==> config.mk <==
export PLATFORM = sky130hd
export DESIGN_NAME = ifetch_unit_flat
export DESIGN_NICKNAME = d
export VERILOG_FILES = /design/src/rtl/ifetch_unit_if.sv /design/src/rtl/ifetch_unit.sv /design/src/flat_wrapper.sv
export SDC_FILE = /design/constraint.sdc
export NUM_CORES = 1
export LEC_CHECK = 0
export ABC_AREA = 1
export CAP_MARGIN = 40
export CORE_ASPECT_RATIO = 1.25
export CORE_MARGIN = 2
export CORE_UTILIZATION = 49
export CTS_CLUSTER_SIZE = 25
export DETAILED_ROUTE_END_ITERATION = 10
export PLACE_DENSITY = 0.85
export SLEW_MARGIN = 5
export SYNTH_ARGS = -nofsm -noshare
export SYNTH_HDL_FRONTEND = slang
export SYNTH_SLANG_ARGS = --single-unit
==> constraint.sdc <==
create_clock -name clk -period 4.3 [get_ports clk]
set_clock_uncertainty 0.15 [all_clocks]
set_input_delay 0.645 -clock clk [delete_from_list [all_inputs] [get_ports clk]]
set_output_delay 0.645 -clock clk [all_outputs]
set_load 0.02 [all_outputs]
==> src/rtl/ifetch_unit_if.sv <==
// ---------------------------------------------------------------------------
// ifetch_unit_if
//
// Instruction-memory request/ready handshake between the fetch stage and
// instruction memory. The fetch stage raises imem_req with imem_addr and holds
// both stable until memory answers with imem_ready; imem_rdata is valid only
// in a cycle where imem_ready is high.
//
// Signals:
//   imem_req    fetch side -> memory  fetch request
//   imem_addr   fetch side -> memory  word address of the request
//   imem_rdata  memory -> fetch side  fetched instruction word
//   imem_ready  memory -> fetch side  request completes this cycle
//
// Modports:
//   master  fetch stage (drives req/addr)
//   slave   instruction memory (drives rdata/ready)
// ---------------------------------------------------------------------------
interface ifetch_unit_if;

  logic        imem_req;
  logic [31:0] imem_addr;
  logic [31:0] imem_rdata;
  logic        imem_ready;

  modport master (
    output imem_req,
    output imem_addr,
    input  imem_rdata,
    input  imem_ready
  );

  modport slave (
    input  imem_req,
    input  imem_addr,
    output imem_rdata,
    output imem_ready
  );

endinterface

==> src/rtl/ifetch_unit.sv <==
// ---------------------------------------------------------------------------
// ifetch_unit
//
// Instruction-fetch stage of the single-cycle MIPS core. Holds the PC, fetches
// one instruction word over the imem handshake, presents it to decode until
// the core commits it, then advances the PC according to the next-PC code
// returned by the control unit.
//
// Parameters:
//   RESET_PC  PC loaded on reset
//   EXC_PC    redirect target for a misaligned next PC (IFETCH_MISALIGN_EN)
//
// Ports:
//   clk          clock, rising edge
//   rst          synchronous active-high reset
//   imem         instruction-memory handshake (ifetch_unit_if.master)
//   npc_op       next-PC select: 00 pc+4, 01 branch, 10 jump, 11 register
//   rs_data      register target used when npc_op = 11
//   commit       current instruction retires this cycle
//   instr        latched instruction for decode
//   instr_valid  instr holds a valid instruction awaiting commit
//   pc           address of instr
//   pc_plus4     pc + 4 (combinational), used for link writeback
//   fetch_err    one-cycle pulse after a commit to a misaligned target
//
// Configuration macro:
//   IFETCH_MISALIGN_EN  defined   : misaligned next PC redirects to EXC_PC and
//                                   pulses fetch_err for one cycle
//                       undefined : next PC bits [1:0] are forced to 00 and
//                                   fetch_err is tied low
//
// Sequencing: IDLE (one cycle after reset) -> FETCH (request held until
// imem_ready, commit ignored) -> HOLD (instr_valid, wait for commit) -> FETCH.
// With zero-wait memory this gives one instruction every two cycles.
// ---------------------------------------------------------------------------
module ifetch_unit #(
  parameter logic [31:0] RESET_PC = 32'h0000_3000,
  parameter logic [31:0] EXC_PC   = 32'h0000_4180
) (
  input  logic                 clk,
  input  logic                 rst,
  ifetch_unit_if.master        imem,
  input  logic [1:0]           npc_op,
  input  logic [31:0]          rs_data,
  input  logic                 commit,
  output logic [31:0]          instr,
  output logic                 instr_valid,
  output logic [31:0]          pc,
  output logic [31:0]          pc_plus4,
  output logic                 fetch_err
);

  // Reset and exception vectors must be word addresses.
  if (RESET_PC[1:0] != 2'b00 || EXC_PC[1:0] != 2'b00) begin : g_bad_vector
    $error("ifetch_unit: RESET_PC and EXC_PC must be word aligned");
  end

  typedef enum logic [1:0] {
    StIdle,
    StFetch,
    StHold
  } state_e;

  state_e      state_q;
  logic [31:0] pc_q;
  logic [31:0] instr_q;
  logic        instr_valid_q;
  logic        imem_req_q;

  logic [31:0] branch_off;
  logic [31:0] npc;

  // -------------------------------------------------------------------------
  // Next-PC computation (all adds wrap modulo 2^32)
  // -------------------------------------------------------------------------
  assign pc_plus4 = pc_q + 32'd4;

  always_comb begin
    branch_off = {{14{instr_q[15]}}, instr_q[15:0], 2'b00};
    npc        = pc_plus4;
    unique case (npc_op)
      2'b00: npc = pc_plus4;
      2'b01: npc = pc_plus4 + branch_off;
      2'b10: npc = {pc_plus4[31:28], instr_q[25:0], 2'b00};
      2'b11: npc = rs_data;
      default: npc = pc_plus4;
    endcase
  end

`ifdef IFETCH_MISALIGN_EN
  logic fetch_err_q;
  logic misaligned;

  assign misaligned = (npc[1:0] != 2'b00);
  assign fetch_err  = fetch_err_q;
`else
  logic [31:0] npc_aligned;

  assign npc_aligned = npc & ~32'd3;
  assign fetch_err   = 1'b0;
`endif

  // -------------------------------------------------------------------------
  // Sequencer with registered outputs
  // -------------------------------------------------------------------------
  always_ff @(posedge clk) begin
    if (rst) begin
      // Abandons any outstanding request and discards a held instruction.
      state_q       <= StIdle;
      pc_q          <= RESET_PC;
      instr_q       <= 32'h0;
      instr_valid_q <= 1'b0;
      imem_req_q    <= 1'b0;
`ifdef IFETCH_MISALIGN_EN
      fetch_err_q   <= 1'b0;
`endif
    end else begin
`ifdef IFETCH_MISALIGN_EN
      fetch_err_q <= 1'b0;
`endif
      unique case (state_q)
        StIdle: begin
          state_q    <= StFetch;
          imem_req_q <= 1'b1;
        end

        StFetch: begin
          // commit is deliberately not looked at here.
          if (imem.imem_ready) begin
            instr_q       <= imem.imem_rdata;
            instr_valid_q <= 1'b1;
            imem_req_q    <= 1'b0;
            state_q       <= StHold;
          end
        end

        StHold: begin
          // imem_ready is ignored; instr stays stable until commit.
          if (commit) begin
            instr_valid_q <= 1'b0;
            imem_req_q    <= 1'b1;
            state_q       <= StFetch;
`ifdef IFETCH_MISALIGN_EN
            if (misaligned) begin
              pc_q        <= EXC_PC;
              fetch_err_q <= 1'b1;
            end else begin
              pc_q        <= npc;
            end
`else
            pc_q <= npc_aligned;
`endif
          end
        end

        default: begin
          state_q       <= StIdle;
          instr_valid_q <= 1'b0;
          imem_req_q    <= 1'b0;
        end
      endcase
    end
  end

  // -------------------------------------------------------------------------
  // Outputs
  // -------------------------------------------------------------------------
  assign imem.imem_req  = imem_req_q;
  assign imem.imem_addr = pc_q;
  assign instr          = instr_q;
  assign instr_valid    = instr_valid_q;
  assign pc             = pc_q;

endmodule

==> src/flat_wrapper.sv <==
// flat-port wrapper written by rule: the top's interface ports become plain ports
module ifetch_unit_flat 
#(
  parameter logic [31:0] RESET_PC = 32'h0000_3000,
  parameter logic [31:0] EXC_PC   = 32'h0000_4180
)
  (clk, rst, npc_op, rs_data, commit, instr, instr_valid, pc, pc_plus4, fetch_err, imem_imem_req, imem_imem_addr, imem_imem_rdata, imem_imem_ready);
  ifetch_unit_if imem_i ();
  input  logic clk;
  input  logic rst;
  input  logic [1:0] npc_op;
  input  logic [31:0] rs_data;
  input  logic commit;
  output logic [31:0] instr;
  output logic instr_valid;
  output logic [31:0] pc;
  output logic [31:0] pc_plus4;
  output logic fetch_err;
  output wire logic [$bits(imem_i.imem_req)-1:0] imem_imem_req;
  output wire logic [$bits(imem_i.imem_addr)-1:0] imem_imem_addr;
  input wire logic [$bits(imem_i.imem_rdata)-1:0] imem_imem_rdata;
  input wire logic [$bits(imem_i.imem_ready)-1:0] imem_imem_ready;
  assign imem_imem_req = imem_i.imem_req;
  assign imem_imem_addr = imem_i.imem_addr;
  assign imem_i.imem_rdata = imem_imem_rdata;
  assign imem_i.imem_ready = imem_imem_ready;
  ifetch_unit #(.RESET_PC(RESET_PC), .EXC_PC(EXC_PC)) u_core (.clk(clk), .rst(rst), .imem(imem_i), .npc_op(npc_op), .rs_data(rs_data), .commit(commit), .instr(instr), .instr_valid(instr_valid), .pc(pc), .pc_plus4(pc_plus4), .fetch_err(fetch_err));
endmodule
Word level (Yosys, flattened, before mapping)
Index checks and enable logic that the tools add are counted.
{"block": "op_classes", "n_addsub": 2, "mul": 0, "div": 0, "order_cmp": 0, "n_eq_ne": 7, "n_shift": 0, "mux": 10, "n_bitwise": 1, "reduce_logical": 6}
{"operator": "$pmux W32 S4", "count": 1}
{"operator": "$add A32 B3 Y32 const B", "count": 1}
{"operator": "$add A32 B32 Y32", "count": 1}
{"operator": "$eq A2 B2 Y1 const B", "count": 3}
{"operator": "$pmux W1 S3", "count": 2}
{"operator": "$pmux W2 S3", "count": 1}
{"operator": "$reduce_and A2 Y1", "count": 3}
{"operator": "$eq A2 B1 Y1 const B", "count": 2}
{"operator": "$logic_not A2 Y1", "count": 2}
{"operator": "$mux W1", "count": 4}
{"operator": "$mux W2", "count": 2}
{"operator": "$ne A2 B2 Y1 const B", "count": 2}
{"operator": "$reduce_and A3 Y1", "count": 1}
{"operator": "$not A1 Y1", "count": 1}
{"block": "word_totals", "reg_bits": 66, "latch_bits": 0, "mem_bits_rw": 0, "romBits": 0, "inputBits": 70, "output_inout_bits": 131, "word_cells": 31, "mem_count": 0}

Logic depth before layout (Yosys ltp)
Gate-level depths: netlist of run 1.
{"block": "depth", "word_depth": 3, "mapped_depth": 24, "depth_no_buf": 23}

Least setup slack after synthesis of run 1
OpenSTA, ideal clock, no wires.
{"block": "synth_timing", "path_type": "flip-flop to flip-flop", "from": "reg u_core.pc_q[3] (netlist: u_core.imem.imem_addr[3])", "to": "reg u_core.pc_q[23] (netlist: u_core.imem.imem_addr[23])", "setup_ns": 0.132, "t_arrival_ns": 2.989, "path_slack_ns": 1.029, "stages_incl_launch_ff": 19, "path_cell_list": "dfxtp_1 > ha_1 > nand2_1 > nor2_2 > nand3_2 > nor2_1 > xor2_1 > ha_1 > a21oi_1 > nand2_1 > nand2_1 > nand2_1 > inv_1 > nand2_1 > or2_2 > nand3_1 > nand2_1 > nand2_1 > a21oi_1"}
{"block": "synth_between", "elab_chain_cells": 3}
{"element": "from (decl)", "line_no": "ifetch_unit.sv:65", "source": "logic [31:0] pc_q;"}
{"element": "from (signal assigned)", "line_no": "ifetch_unit.sv:151", "source": "pc_q <= npc_aligned;"}
{"element": "$add A32 B3 Y32", "line_no": "ifetch_unit.sv:76", "source": "assign pc_plus4 = pc_q + 32'd4;"}
{"element": "via pc_plus4[18]", "line_no": "flat_wrapper.sv:17", "source": "output logic [31:0] pc_plus4;"}
{"element": "$add A32 B32 Y32", "line_no": "ifetch_unit.sv:83", "source": "2'b01: npc = pc_plus4 + branch_off;"}
{"element": "$pmux W32 S4", "line_no": "ifetch_unit.sv:81", "source": "unique case (npc_op)"}
The timed path passes the listed nets, and every way through them passes these cells.
A chain may end at the register's enable or synchronous reset.

Worst setup path after layout of run 1
{"block": "layout_timing", "from": "reg u_core.pc_q[2] (netlist: u_core.imem.imem_addr[2])", "to": "reg u_core.pc_q[12] (netlist: u_core.imem.imem_addr[12])"}
{"block": "layout_between", "elab_chain_cells": 3}
{"element": "$add A32 B3 Y32 (*)", "line_no": "ifetch_unit.sv:76"}
{"element": "$add A32 B32 Y32", "line_no": "ifetch_unit.sv:83"}
{"element": "$pmux W32 S4 (*)", "line_no": "ifetch_unit.sv:81"}
Every way passes the cells marked *; elsewhere a longest branch is shown, timed or not.

==> Flow_metrics.wiki, run 1 <==
{| class="wikitable"
! Metric !! Value
|-
| Placeable Area || 12100 sq um
|-
| Antenna violations before repair || 0
|-
| Path length in cells of the critical path || 15
|-
| Global-route wire length before repair || 35700 microns
|-
| Cell area after synthesis || roughly 6100 sq um
|-
| Share of final-layout standard cells stronger than drive strength 1 || 0.0518
|-
| CP cell instances || ha_1 > nand2_1 > nor2_2 > nand2_1 > xor2_1 > inv_1 > ha_1 > nand2_1 > o21ai_0 > nand3b_1 > or2_2 > nand2_1 > nand3_1 > a21oi_1 > o21ai_0
|-
| Unrepaired setup endpoints after global routing || no
|-
| Net count reported at finish || 1281
|-
| Cell types with the largest area share after synthesis || sky130_fd_sc_hd__dfxtp_1 (21%), sky130_fd_sc_hd__nand2_1 (17%), sky130_fd_sc_hd__nor2_1 (9.0%), sky130_fd_sc_hd__ha_1 (7.2%), sky130_fd_sc_hd__a21oi_1 (6.8%)
|-
| Synthesized instance count || 1024
|-
| GP Congestion || around 0.95
|-
| Critical path data required time || 4340 ps
|-
| Max-cap check violation count || 0
|-
| Number of nets with antenna violations after detailed routing || 0
|-
| Cells on Worst Hold Path || 2
|-
| Half-perimeter wire length after placement || 18200 microns
|-
| Total global routing track utilization || 0.340
|-
| Async S/R FF share, synth || 0
|-
| Height of the die || 128 microns
|-
| Status || completed
|-
| Max Transition Viols Final || 0
|-
| Initial core utilization || 0.501
|-
| Final setup viols || 0
|-
| Synthesis warning total || 0
|-
| Portion of the clock cycle consumed by the worst path in the final layout || 0.867
|-
| GR Overflow Total || 0
|-
| Final Hold Violating Endpoints || 0
|-
| Synthesized area divided by synthesized cell count || 5.93 sq um
|-
| Buffers inserted during post-CTS setup optimization || 0
|-
| Die ar. || 13300 sq um
|-
| Post-synth EDFFs || 0
|-
| Final worst slack || 570 ps
|-
| Path class of the lowest-slack min-delay path || reg2reg
|-
| Setup crit start kind || register
|-
| Number of distinct library cell variants in the gate-level netlist after synthesis || 43
|-
| Most common cell in the synthesized netlist || sky130_fd_sc_hd__nand2_1
|-
| Number of clock sinks || 65
|-
| Clock period minus final worst setup slack || 3730 ps
|-
| Lkg Pwr || 3.71 nW
|-
| Row count || 45
|-
| Type of element capturing the critical path || register
|-
| Post-synth top area cell || sky130_fd_sc_hd__dfxtp_1
|-
| Count of antenna diodes in the layout || 0
|-
| Overall die width || 104 microns
|-
| Synth Register Bits || 65
|-
| Area growth from synthesis to layout || 35.3%
|-
| Via count of the routed design || slightly above 7000
|-
| Main flop type after synthesis || sky130_fd_sc_hd__dfxtp_1
|-
| Most numerous cell on the critical path || sky130_fd_sc_hd__nand2_1
|-
| Number of global-route vias before repair || between 6000 and 7000
|-
| Category of the critical setup timing path || reg2reg
|-
| Vias per cell || 5.39
|-
| Worst slew margin relative to its limit || 0.404
|-
| Critical path arrival || 3770 ps
|-
| Fraction of the core area covered by cells at the end of the flow || 0.678
|-
| Portion of synthesized cell area occupied by the leading cell type || 0.214
|-
| Actual slew at the worst max-slew pin || around 900 ps
|-
| Power density cells || between 200 and 250 nW/um^2
|-
| Clock Latency Late Sink || 330 ps
|-
| Total length of routed wires || about 23000 microns
|-
| Number of CTS-inserted buffers || 9
|-
| Final instance area || 8210 sq um
|-
| Cell chosen for the clock root || sky130_fd_sc_hd__clkbuf_16
|-
| Largest net degree at the start of global routing || 34
|-
| Cell type group with the largest total delay on the critical path || simple AND/OR/NAND/NOR gates
|-
| WP buf/inv || 1
|-
| CTS H-Tree Depth || 3
|-
| Total I/O pin count || between 200 and 250
|-
| DRC || 0
|-
| CTS tree || yes
|-
| Number of gates resized after cts || 0
|-
| Max Fclk || 268 MHz
|-
| Critical Path Slowest Stage Cell || sky130_fd_sc_hd__dfxtp_1
|-
| Post-DP Area || 7930 sq um
|-
| Largest incremental delay on the critical path || 530 ps
|-
| Largest voltage drop on the vdd net || 257 uV
|-
| Number of hold buffers added after CTS || 0
|-
| Critical-path maximum fanout || 8
|-
| Part of the Yosys area used for sequential elements || 0.214
|-
| Setup Total Neg Slack || 0 ps
|-
| WL/cell || around 17 microns
|-
| Layout fillers || 1100
|-
| DRT Pass-1 Iters || 5
|-
| Setup slack after placement || 721 ps
|-
| Clock-pin slew on the worst setup and hold paths || 50 ps
|-
| Cells on worst reg2reg path || 15
|-
| Number of design-rule violations left by the first detailed-router iteration || 526
|-
| Clock Path Buffers || 2
|-
| Count of buffers from port buffering || 191
|-
| Top cells by count, synth || sky130_fd_sc_hd__nand2_1 (280), sky130_fd_sc_hd__nor2_1 (145), sky130_fd_sc_hd__inv_1 (108), sky130_fd_sc_hd__a21oi_1 (82), sky130_fd_sc_hd__dfxtp_1 (65)
|}
-- flip-flops by register name, indices dropped and copies added (netlist names) --
signal	cells
u_core.instr	32
u_core.imem.imem_addr	30
u_core.state_q	2
u_core.instr_valid	1
-- metrics by stage --
stage	instances	hold WS [ps]	total power [mW]
global route	1342	413	1.91
detailed placement	1328	350	1.12
floorplan	1030	309	0.908
CTS	1342	365	1.83
finish	1342	363	1.83
global placement	1326	342	1.11
-- routing by layer --
metal	global-route usage	part of all wire	up-vias
met2	0.612	0.48	350
met1	0.376	0.38	3263
met4	0.190	0.059	0
met3	0.0714	0.079	65
li1	-	-	3560
met5	0	0	-
-- cells in the final DEF (no fill, tap or decap), types with 2 or more instances in the layout --
cell type	netlist	routed
sky130_fd_sc_hd__a221oi_1	10	10
sky130_fd_sc_hd__clkbuf_16	0	9
sky130_fd_sc_hd__inv_1	108	108
sky130_fd_sc_hd__nor2_2	7	8
sky130_fd_sc_hd__or2_2	8	8
sky130_fd_sc_hd__xnor2_1	7	7
sky130_fd_sc_hd__ha_1	35	35
sky130_fd_sc_hd__a31oi_1	4	4
sky130_fd_sc_hd__nand2_2	9	9
sky130_fd_sc_hd__nor3_2	2	2
sky130_fd_sc_hd__nand3_1	51	51
sky130_fd_sc_hd__o21ai_1	5	5
sky130_fd_sc_hd__o21ai_0	64	64
sky130_fd_sc_hd__o2111ai_1	3	3
sky130_fd_sc_hd__a21oi_1	82	82
sky130_fd_sc_hd__nand4_1	14	14
sky130_fd_sc_hd__o21bai_1	4	4
sky130_fd_sc_hd__nand2_1	280	280
sky130_fd_sc_hd__nor2_4	2	2
sky130_fd_sc_hd__buf_16	0	2
sky130_fd_sc_hd__xor2_1	20	20
sky130_fd_sc_hd__clkinv_1	2	2
sky130_fd_sc_hd__conb_1	1	7
sky130_fd_sc_hd__buf_4	39	8
sky130_fd_sc_hd__inv_2	4	4
sky130_fd_sc_hd__nor3_1	6	6
sky130_fd_sc_hd__nor2_1	145	144
sky130_fd_sc_hd__dfxtp_1	65	65
sky130_fd_sc_hd__nand3b_1	6	6
sky130_fd_sc_hd__clkdlybuf4s50_1	0	191
-- power breakdown --
group	internal [mW]	leakage [nW]	switching, mW	total, mW
sequential	0.632	0.530	0.0415	0.673
combinational	0.194	3.05	0.244	0.438
clock	0.457	0.137	0.265	0.721
total	1.28	3.71	0.550	1.83
-- logic make-up after synthesis --
| group | Yosys count | synth area share |
|---|---|---|
| and+or+nand+nor | 536 | 0.373 |
| buffers and inverters | 181 | 0.137 |
| AOI/OAI and AO/OA | 177 | 0.159 |
| DFF | 65 | 0.214 |
| adders and majority gates | 36 | 0.0754 |
| xor gates and xnor gates | 28 | 0.0416 |
| other | 1 | 0.000618 |
-- final timing paths --
kind | from | to | slack, ps
setup / recovery | u_core.imem.imem_addr[2]$_SDFFE_PP0P_ | u_core.imem.imem_addr[12]$_SDFFE_PP1P_ | 570
hold / removal | u_core.instr[28]$_SDFFE_PP0P_ | u_core.instr[28]$_SDFFE_PP0P_ | 360
setup reg to reg | u_core.imem.imem_addr[2]$_SDFFE_PP0P_ | u_core.imem.imem_addr[12]$_SDFFE_PP1P_ | 570
hold reg to reg | u_core.instr[28]$_SDFFE_PP0P_ | u_core.instr[28]$_SDFFE_PP0P_ | 360
-- worst reg2reg max path, stage by stage, from the launching register on --
cell and delay (ps):
sky130_fd_sc_hd__dfxtp_1 530, sky130_fd_sc_hd__ha_1 250, sky130_fd_sc_hd__nand2_1 70, sky130_fd_sc_hd__nor2_2 230, sky130_fd_sc_hd__nand2_1 100, sky130_fd_sc_hd__xor2_1 340
sky130_fd_sc_hd__inv_1 110, sky130_fd_sc_hd__ha_1 350, sky130_fd_sc_hd__nand2_1 120, sky130_fd_sc_hd__o21ai_0 140, sky130_fd_sc_hd__nand3b_1 280, sky130_fd_sc_hd__or2_2 320
sky130_fd_sc_hd__nand2_1 70, sky130_fd_sc_hd__nand3_1 130, sky130_fd_sc_hd__a21oi_1 290, sky130_fd_sc_hd__o21ai_0 120
-- area by class of cell --
| class | count | area [sq um] | share of cell area |
|---|---|---|---|
| Multi-Input combinational cell | 784 | 3970 | 0.483 |
| Clock inverter | 3 | 42.5 | 0.00518 |
| Clock buffer | 11 | 243 | 0.0296 |
| Sequential cell | 65 | 1300 | 0.158 |
| Timing Repair Buffer | 201 | 2030 | 0.247 |
| Inverter | 114 | 428 | 0.0521 |
| Tap cell | 164 | 205 | 0.0250 |
(Power assumes the default switching activity.)
==> run 2, diff against run 1 <==
--- a/config.mk
+++ b/config.mk
@@ -5,14 +5,14 @@
 export SDC_FILE = /design/constraint.sdc
 export NUM_CORES = 1
 export LEC_CHECK = 0
-export ABC_AREA = 1
+export ABC_AREA = 0
 export CAP_MARGIN = 40
 export CORE_ASPECT_RATIO = 1.25
 export CORE_MARGIN = 2
-export CORE_UTILIZATION = 49
+export CORE_UTILIZATION = 42
 export CTS_CLUSTER_SIZE = 25
 export DETAILED_ROUTE_END_ITERATION = 10
-export PLACE_DENSITY = 0.85
+export PLACE_DENSITY = 0.78
 export SLEW_MARGIN = 5
 export SYNTH_ARGS = -nofsm -noshare
 export SYNTH_HDL_FRONTEND = slang
==> constraint.sdc (replaced) <==
create_clock -name clk -period 3.4 [get_ports clk]
set_clock_uncertainty 0.15 [all_clocks]
set_input_delay 0.51 -clock clk [delete_from_list [all_inputs] [get_ports clk]]
set_output_delay 0.51 -clock clk [all_outputs]
set_load 0.02 [all_outputs]
==> run 2 against run 1 <==
Sequential share of layout area down 2.0 points. Largest cell class unchanged. Via count is 2.9% lower. The flow now finishes with violations (negative setup slack). Cell area rose by 17%. Power is 37% higher. Synthesized cell count is 25% lower. Global-route usage is 3.5 points lower. Highest routed layer unchanged.
==> Flow_metrics.wiki, run 2 <==
{| class="wikitable"
! Metric !! Value
|-
| Status || finished with violations
|-
| Failing checks || negative setup slack
|-
| Largest net degree at the start of global routing || 44 (+29%)
|-
| Fraction of the core area covered by cells at the end of the flow || 0.720 (+0.0420)
|-
| Via count of the routed design || 7031 (-2.9%)
|-
| Overall die width || 109 microns (+4.8%)
|-
| Largest voltage drop on the vdd net || 207 uV (-19%)
|-
| Clock Path Buffers || 2 (unchanged)
|-
| Cell chosen for the clock root || sky130_fd_sc_hd__clkbuf_16
|-
| Clock Latency Late Sink || 350 ps (+20 ps)
|-
| Antenna violations before repair || 0 (unchanged)
|-
| Actual slew at the worst max-slew pin || 667 ps (-226 ps)
|-
| Worst slew margin relative to its limit || 0.556 (+0.151)
|-
| DRC || 0 (unchanged)
|-
| Top cells by count, synth || sky130_fd_sc_hd__nand2_1 (131), sky130_fd_sc_hd__a21oi_1 (88), sky130_fd_sc_hd__nor2_1 (68), sky130_fd_sc_hd__dfxtp_1 (65), sky130_fd_sc_hd__buf_4 (37)
|-
| Clock network fraction of design power || 0.441 (+0.047)
|-
| Vias per cell || 5.71 (+5.9%)
|-
| Area taken by multi-input logic gates || 4500 sq um (+13%)
|-
| Clock period minus final worst setup slack || 3610 ps (-121 ps)
|-
| Height of the die || 135 microns (+4.9%)
|-
| Number of CTS-inserted buffers || 9 (unchanged)
|-
| Final worst slack || -209 ps (-779 ps)
|-
| Count of buffers from port buffering || 191 (unchanged)
|-
| Most common library cell in the layout ignoring fill and taps || sky130_fd_sc_hd__clkdlybuf4s50_1
|-
| Async S/R FF share, synth || 0 (unchanged)
|-
| Post-DP Area || 8660 sq um (+9.2%)
|-
| Cell types with the largest area share after synthesis || sky130_fd_sc_hd__dfxtp_1 (23%), sky130_fd_sc_hd__nand2_1 (8.6%), sky130_fd_sc_hd__a21oi_1 (7.7%), sky130_fd_sc_hd__ha_1 (7.6%), sky130_fd_sc_hd__xnor2_1 (5.2%)
|-
| Sw frac || 0.294 (-0.00677)
|-
| Post-synth EDFFs || 0 (unchanged)
|-
| Number of flip-flops in the largest register || 32 (unchanged)
|-
| Final instance area || 9570 sq um (+17%)
|-
| Half-perimeter wire length after placement || 16300 microns (-10%)
|-
| Layout fillers || 962 (-13%)
|-
| Highest-count cells in the layout ignoring fill and taps || sky130_fd_sc_hd__clkdlybuf4s50_1 (181), sky130_fd_sc_hd__buf_4 (157), sky130_fd_sc_hd__nand2_1 (129)
|-
| Internal power contribution || 1.77 mW (+38%)
|-
| Number of design-rule violations left by the first detailed-router iteration || 470 (-11%)
|-
| Synthesized instance count || 767 (-25%)
|-
| Number of clock sinks || 65 (unchanged)
|-
| Unrepaired setup endpoints after global routing || yes
|-
| Global-route wire length before repair || 34700 microns (-2.9%)
|-
| Share of final-layout standard cells stronger than drive strength 1 || 0.283 (+0.231)
|-
| Sequential standard cell area || 1330 sq um (+2.2%)
|-
| CTS H-Tree Depth || 3 (unchanged)
|-
| Count of antenna diodes in the layout || 0 (unchanged)
|-
| Die ar. || 14600 sq um (+9.9%)
|-
| Lkg Pwr || 4.11 nW (+11%)
|-
| Total global routing track utilization || 0.305 (-0.0350)
|-
| Net count reported at finish || 1161 (-9.4%)
|-
| Max Fclk || 277 MHz (+3.3%)
|-
| Flop-to-flop setup slack || -210 ps (-780 ps)
|-
| Power density cells || 262 nW/um^2 (+17%)
|-
| Number of distinct library cell variants in the gate-level netlist after synthesis || 70 (+63%)
|-
| Critical path arrival || 3700 ps (-70 ps)
|-
| Final setup viols || 13 (+13)
|-
| Initial core utilization || 0.432 (-0.0698)
|-
| Number of hold buffers added after CTS || 0 (unchanged)
|-
| Final Instance Count excl. Fillers || 1231 (-8.3%)
|-
| Row count || 47 (+4.4%)
|-
| Portion of the clock cycle consumed by the worst path in the final layout || 1.06 (+0.194)
|-
| Final Hold Violating Endpoints || 0 (unchanged)
|-
| Synthesized area divided by synthesized cell count || 7.48 sq um (+26%)
|-
| Synthesis warning total || 0 (unchanged)
|-
| Total length of routed wires || 22800 microns (+0.25%)
|-
| GR Overflow Total || 0 (unchanged)
|-
| Total chip power || 2.50 mW (+37%)
|-
| CTS tree || yes
|-
| Number of placed instances with taps included || 1196 (-9.9%)
|-
| DRT Pass-1 Iters || 5 (unchanged)
|-
| Total I/O pin count || 201 (unchanged)
|-
| Max Transition Viols Final || 0 (unchanged)
|-
| Most common cell in the synthesized netlist || sky130_fd_sc_hd__nand2_1
|-
| Placeable Area || 13300 sq um (+9.8%)
|-
| Type of element capturing the critical path || register
|-
| Part of the total power dissipated in combinational logic || 0.234 (-0.005)
|-
| Area growth from synthesis to layout || 66.8%
|-
| Clock-pin slew on the worst setup and hold paths || 60 ps (about the same)
|-
| Setup crit start kind || register
|-
| Number of global-route vias before repair || 6939 (-0.33%)
|-
| Critical path data required time || 3490 ps (-850 ps)
|-
| Sequential fraction of design power || 0.326 (-0.041)
|-
| GP Congestion || 0.983 (+3.4%)
|-
| WL/cell || 18.5 microns (+9.3%)
|-
| Net switching power of the design || 0.735 mW (+34%)
|-
| Critical-path maximum fanout || 4 (-4)
|-
| Max-cap check violation count || 0 (unchanged)
|-
| Main flop type after synthesis || sky130_fd_sc_hd__dfxtp_1
|-
| Category of the critical setup timing path || reg2reg
|-
| Cell area after synthesis || 5740 sq um (-5.5%)
|-
| Part of the Yosys area used for sequential elements || 0.227 (+0.0124)
|-
| Number of nets with antenna violations after detailed routing || 0 (unchanged)
|-
| Portion of synthesized cell area occupied by the leading cell type || 0.227 (+0.0124)
|-
| Path class of the lowest-slack min-delay path || reg2reg
|-
| Synth Register Bits || 65 (unchanged)
|-
| Post-synth top area cell || sky130_fd_sc_hd__dfxtp_1
|}
run 2: routing by layer:
metal,up-vias,routed length (microns),GRT usage
li1,3279,-,-
met1,3322,8510,0.361
met2,343,11300,0.522
met3,87,1830,0.0574
met4,0,1120,0.154
met5,-,0,0
run 2: critical path: stages, from the launching register on:
cell,delay [ps]
sky130_fd_sc_hd__dfxtp_4,360
sky130_fd_sc_hd__nand4_1,200
sky130_fd_sc_hd__buf_4,200
sky130_fd_sc_hd__nor2_2,140
sky130_fd_sc_hd__nand3_2,110
sky130_fd_sc_hd__xnor2_2,150
sky130_fd_sc_hd__ha_1,320
sky130_fd_sc_hd__nand3_2,100
sky130_fd_sc_hd__or3_4,400
sky130_fd_sc_hd__a31oi_4,200
sky130_fd_sc_hd__nor2_2,80
sky130_fd_sc_hd__o21a_1,240
sky130_fd_sc_hd__xnor2_1,160
sky130_fd_sc_hd__mux4_2,460
sky130_fd_sc_hd__a22o_1,220
run 2: cell families after synthesis:
| family | Yosys count | synth area share |
|---|---|---|
| xor gates and xnor gates | 47 | 0.0717 |
| and+or+nand+nor | 297 | 0.236 |
| other | 1 | 0.000654 |
| adders and majority gates | 36 | 0.0798 |
| muxes | 29 | 0.0792 |
| AOI/OAI and AO/OA | 198 | 0.219 |
| buffers and inverters | 94 | 0.0870 |
| DFF | 65 | 0.227 |
run 2: stage by stage:
stage                     hold slack [ps]  setup TNS, ps  setup slack (ps)
after floorplan                       340          -1970              -285
after global placement                291           -397             -71.1
after detailed placement              299          -1050              -224
after CTS                             305           -273             -81.8
after global routing                  339          -3840              -414
final                                 303          -1650              -209
run 2: final timing paths:
path                                         startpoint                                     end  depth (start not counted)
setup / recovery  u_core.imem.imem_addr[5]$_SDFFE_PP0P_  u_core.imem.imem_addr[20]$_SDFFE_PP0P_                         14
hold reg to reg           u_core.instr[30]$_SDFFE_PP0P_           u_core.instr[30]$_SDFFE_PP0P_                          2
hold / removal            u_core.instr[30]$_SDFFE_PP0P_           u_core.instr[30]$_SDFFE_PP0P_                          2
setup reg to reg  u_core.imem.imem_addr[5]$_SDFFE_PP0P_  u_core.imem.imem_addr[20]$_SDFFE_PP0P_                         14
run 2: power by group through the flow:
stage,clock [mW],sequential [mW],combinational (mW)
3_3_place_gp,0,0.830,0.546
2_1_floorplan,0,0.862,0.260
6_report,1.10,0.815,0.585
4_1_cts,1.11,0.814,0.562
3_5_place_dp,0,0.831,0.553
5_1_grt,1.15,0.820,0.625
run 2: cell type report:
class                   count  area share
repair buffers            352       0.328
inverters                  13     0.00510
well taps                 171      0.0224
clock inverters             6     0.00993
multi-input cells         614       0.470
flip-flops and latches     65       0.139
clock buffers              10      0.0261
run 2: repair_timing:
item / in CTS / in global routing
resized for setup: 31 / 64
pin swaps: 18 / 35
buffers inserted: 8 / 11
endpoints found under the setup margin: 15 / 26
gates cloned: 0 / 0
